## src/rtl/fb_line_fetch.sv

```systemverilog
// Wishbone read master that copies one display line of 16bpp pixel words
// from SDRAM into the LCD line buffer, one single-beat transaction per word.
module fb_line_fetch #(
  parameter int WB_AW      = 21,
  parameter int LINE_WORDS = 240,
  parameter int LINES      = 272,
  parameter int LB_AW      = 8,
  parameter int TIMEOUT    = 255
) (
  input  logic             clk,
  input  logic             resetn,
  input  logic [WB_AW-1:0] cfg_base,
  input  logic             start,
  input  logic [8:0]       line_idx,
  output logic             wb_cyc,
  output logic             wb_stb,
  output logic             wb_we,
  output logic [WB_AW-1:0] wb_adr,
  input  logic [31:0]      wb_dat_i,
  input  logic             wb_ack,
  output logic             lb_we,
  output logic [LB_AW-1:0] lb_waddr,
  output logic [31:0]      lb_wdata,
  output logic             busy,
  output logic             done,
  output logic             err,
  output logic             overrun,
  input  logic             clr_flags
);

  localparam int TW = $clog2(TIMEOUT + 1);
  localparam logic [8:0]       NUM_LINES = 9'(LINES);
  localparam logic [LB_AW-1:0] LAST_IDX  = LB_AW'(LINE_WORDS - 1);
  localparam logic [TW-1:0]    WAIT_LAST = TW'(TIMEOUT - 1);

  typedef enum logic [1:0] {IDLE, REQ, GAP, FIN} state_t;

  state_t           state;
  logic [LB_AW-1:0] idx;
  logic [TW-1:0]    wait_cnt;
  logic [16:0]      line_off;
  logic [WB_AW-1:0] line_base;

  assign line_off  = 17'(line_idx) * 17'(LINE_WORDS);
  assign line_base = cfg_base + WB_AW'(line_off);
  assign wb_we     = 1'b0;

  // The wait counter clears on every ack and also runs through GAP, so the
  // abort lands exactly TIMEOUT cycles after the last accepted word.
  always_ff @(posedge clk or negedge resetn) begin
    if (!resetn) begin
      state    <= IDLE;
      idx      <= '0;
      wait_cnt <= '0;
      wb_cyc   <= 1'b0;
      wb_stb   <= 1'b0;
      wb_adr   <= '0;
      lb_we    <= 1'b0;
      lb_waddr <= '0;
      lb_wdata <= '0;
      busy     <= 1'b0;
      done     <= 1'b0;
      err      <= 1'b0;
      overrun  <= 1'b0;
    end else begin
      lb_we <= 1'b0;
      done  <= 1'b0;
      // Clearing comes first so a set event later in this block wins.
      if (clr_flags) begin
        err     <= 1'b0;
        overrun <= 1'b0;
      end
      case (state)
        IDLE: begin
          if (start) begin
            if (line_idx >= NUM_LINES) begin
              err <= 1'b1;
            end else begin
              wb_adr   <= line_base;
              idx      <= '0;
              wait_cnt <= '0;
              busy     <= 1'b1;
              wb_cyc   <= 1'b1;
              wb_stb   <= 1'b1;
              state    <= REQ;
            end
          end
        end
        REQ: begin
          if (start) overrun <= 1'b1;
          if (wb_ack) begin
            lb_we    <= 1'b1;
            lb_waddr <= idx;
            lb_wdata <= wb_dat_i;
            idx      <= idx + 1'b1;
            wait_cnt <= '0;
            wb_adr   <= wb_adr + 1'b1;
            wb_cyc   <= 1'b0;
            wb_stb   <= 1'b0;
            state    <= (idx == LAST_IDX) ? FIN : GAP;
          end else if (wait_cnt == WAIT_LAST) begin
            err    <= 1'b1;
            wb_cyc <= 1'b0;
            wb_stb <= 1'b0;
            busy   <= 1'b0;
            state  <= IDLE;
          end else begin
            wait_cnt <= wait_cnt + 1'b1;
          end
        end
        GAP: begin
          if (start) overrun <= 1'b1;
          wait_cnt <= wait_cnt + 1'b1;
          wb_cyc   <= 1'b1;
          wb_stb   <= 1'b1;
          state    <= REQ;
        end
        FIN: begin
          if (start) overrun <= 1'b1;
          done  <= 1'b1;
          busy  <= 1'b0;
          state <= IDLE;
        end
        default: state <= IDLE;
      endcase
    end
  end

endmodule
```

## config.mk

```make
export PLATFORM = sky130hd
export DESIGN_NAME = fb_line_fetch
export DESIGN_NICKNAME = d
export VERILOG_FILES = /design/src/rtl/fb_line_fetch.sv
export SDC_FILE = /design/constraint.sdc
export NUM_CORES = 1
export LEC_CHECK = 0
export CAP_MARGIN = 20
export CORE_UTILIZATION = 30
export CTS_BUF_LIST = sky130_fd_sc_hd__clkbuf_8
export DETAILED_ROUTE_END_ITERATION = 10
export GPL_ROUTABILITY_DRIVEN = 0
export PLACE_DENSITY = 0.52
export SLEW_MARGIN = 20
export SYNTH_ARGS = -nofsm -noshare
export SYNTH_HDL_FRONTEND = slang
export SYNTH_SLANG_ARGS = --single-unit
```

## constraint.sdc

```tcl
create_clock -name clk -period 2.9 [get_ports clk]
set_clock_uncertainty 0.1 [all_clocks]
set_input_delay 0.87 -clock clk [delete_from_list [all_inputs] [get_ports clk]]
set_output_delay 0.87 -clock clk [all_outputs]
set_load 0.005 [all_outputs]
```

==> results.txt <==
Outcome -> complete, but fails checks
Violated checks -> negative setup slack
Vias per Instance -> 4.82
Fin. max-slew vios -> 0
Leading cell type in the layout, fill and taps excluded -> nand2_1
Core Area -> 0.0189 mm^2
Ys flop type -> dfrtp_1
Most frequent cells in the layout -> 150 x nand2_1, 125 x clkdlybuf4s50_1, 98 x buf_4
Worst-Margin Slew -> 0.622 ns
Period utilization -> 157%
DR iter-0 viols -> 186
Total power -> 0.00884 W
Worst setup margin -> -1.64 ns
Syn Nets -> 808
Fin util -> 50.6%
Relative slew slack -> 58.6%
Synth Instances -> 679
Post-route cell area -> 0.00955 mm^2
RR Startpoint -> wb_adr[0]
Worst setup EP type -> flip-flop
Total net switching power -> 0.00355 W
CP Cell Sequence -> buf_8 > fa_1 > inv_2 > fa_1 > inv_1 > ha_1 > a21o_1 > a21oi_2 > o211ai_1 > a31o_2 > a21oi_2 > xnor2_2 > ha_1 > a21o_1 > or3_4 > o21ai_4 > xor2_1 > a21oi_1
Antenna Nets Post-Route -> 0
Area grow syn2layout -> 63.6%
Die height -> 142 um
Worst-path fanout max -> 2
Port bufs -> 134
Average size of a mapped cell -> 8.60 um^2
Seq pwr share -> 23.7%
Post-DP HPWL -> 12800 um
Clk sink count -> 85
P_leak -> 4.31 nW
Ant diodes -> 0
Antenna violations before repair -> 0
Pin count of the biggest net entering global routing -> 48
Worst-path clk slew -> 0.09 ns
Post-layout min period -> 4.54 ns
RSZ-0062 raised after global routing -> true
Internal -> 0.00530 W
Ports -> 136
Setup violators final -> 35
Clock Tree Buf Depth -> 2
Initial core utilization -> 30.9%
Seq/Total Area, Yosys -> 36.4%
Area after DPL -> 0.00828 mm^2
Clock buffer count from CTS -> 9
Clock Tree Root -> clkbuf_8
Cell Pwr Density -> 926 mW/mm^2
Post-CTS Hold Fix Bufs -> 0
Grt total ovfl -> 0
Fin. Hold Viols -> 0
CP peak stage delay -> 0.56 ns
Worst setup path start -> line_idx[0]
Max frequency -> 220 MHz
DRC viols -> 0
Die ar. -> 0.0200 mm^2
Area share of the largest cell type after synthesis -> 36.4%
Ranking of synthesized cells by area -> dfrtp_1 36%, nand2_1 10%, ha_1 9.9%
Arr. time, crit path -> 4.68 ns
CTS tree -> yes
Clk pwr share -> 10.2%
DRT Wirelength -> 18000 um
Clk Latency, worst-skew pair -> 0.36 ns
Mapped Area -> 0.00584 mm^2
Ys async rst share -> 100%
First-pass GRT wire length -> 28200 um
Sw Ratio -> 40.1%
Pre-antenna DRT Iters -> 4
Die X -> 142 um
Worst hold-check path type -> reg2reg
WP data required -> 3.04 ns
# nets final -> 1069
Cell Rows -> 50
Total global-route track usage -> 17.7%
Max cap viols -> 0
Pre-CTS setup slack -> -2.53 ns
Syn. warnings -> 0
Vias -> 5814
Vias in the first global route -> 5798
Yosys top cell by area -> dfrtp_1
H-tree Lvls -> 3
Setup TNS Final -> -20.78 ns
Yosys cell types -> 62
Crit-path slowest cell -> fa_1
Share of cells above drive strength 1 -> 31.3%
DR WL/cell -> 15.0 um
Worst Hold Launch -> lb_wdata[26]
Number of synthesized flops with an enable pin -> 0
#FFs+latches synth -> 85
Maximum VDD drop -> 0.333 mV
Type of origin of the critical path -> input pin
Setup Crit Path Kind -> in2reg
Gate power share -> 66.2%
## critical path: cells and delay by family
kind / cells / cell delay [ns]
simple gates: 1 / 0.35
fa+ha+maj: 4 / 1.64
xor+xnor: 2 / 0.25
buf+inv: 3 / 0.19
compound gates: 8 / 1.38
## power by group through the flow
stage / Combinational, W / Clock (W) / Sequential (W)
5_1_grt: 0.00638 / 0.000966 / 0.00217
3_3_place_gp: 0.00454 / 0 / 0.00209
6_report: 0.00585 / 0.000898 / 0.00209
3_5_place_dp: 0.00460 / 0 / 0.00211
4_1_cts: 0.00524 / 0.000926 / 0.00209
2_1_floorplan: 0.00241 / 0 / 0.00205
## per-stage QoR
stage | hold WS [ns] | cells
floorplan | 0.364 | 679
global placement | 0.357 | 1149
detailed placement | 0.362 | 1149
CTS | 0.385 | 1195
global route | 0.411 | 1205
finish | 0.379 | 1205
## kinds of logic (layout without fill, tap and decap cells)
group	count (synthesis)	in the layout	synth area share [%]
buffers and inverters	67	333	4.61
adders and majority gates	62	62	15.3
DFF	85	85	36.4
and+or+nand+nor	279	279	21.1
other	1	1	0.0642
AOI/OAI and AO/OA	154	154	17.5
muxes	9	9	1.63
xor gates and xnor gates	22	22	3.30
## layer usage
metal | track usage [%] | wire (um) | vias to the layer above
met4 | 5.83 | 303 | 0
met2 | 31.1 | 8880 | 169
met5 | 0 | 0 | -
li1 | - | - | 2871
met3 | 3.95 | 1160 | 22
met1 | 21.3 | 7680 | 2752
## what timing repair did
item                                    in CTS  in global routing
endpoints found under the setup margin      41                 39
buffers inserted                            30                 11
cloned                                       2                  2
pin swaps                                   53                 63
resized for setup                          110                101
## cell usage after synthesis (4+ instances only)
cell,n
dfrtp_1,85
ha_1,46
nor3_1,10
xor2_1,8
xnor2_1,14
a21o_1,9
or2_2,4
mux2i_1,5
inv_1,40
buf_2,5
a22oi_1,5
clkbuf_1,17
fa_1,16
a211oi_1,11
nand2_1,162
and3_1,4
o31ai_1,4
a21oi_1,35
o211ai_1,8
o21a_1,4
or3_1,7
o21ai_0,41
a31oi_1,6
nor4_1,7
o22ai_1,5
nor2_1,44
mux2_2,4
nand3_1,20
a22o_1,4
## cell type report
type / instances / area, um^2
clock inverter: 5 / 58.8
tap: 260 / 325
multi-input combinational: 527 / 4100
inverter: 42 / 171
fill: 1775 / 9340
timing repair buffer: 275 / 2620
sequential: 85 / 2130
clock buffer: 11 / 151
## sequential cells by signal (all words and copies together), names as in the netlist, 2 cells and up
signal	count
idx	8
lb_waddr	8
lb_wdata	32
state	2
wait_cnt	8
wb_adr	21
## path summary, 6_finish.rpt
path / cells after the start / slack [ns] / to
min in group asynchronous: 1 / 0.42 / lb_wdata[29]
min: 2 / 0.38 / lb_wdata[26]
max: 18 / -1.64 / wb_adr[20]
min reg2reg: 2 / 0.38 / lb_wdata[26]
max in group asynchronous: 2 / 1.61 / wb_stb
max reg2reg: 8 / 0.49 / wb_adr[20]
Note: power is estimated with default switching activity, not from simulation.
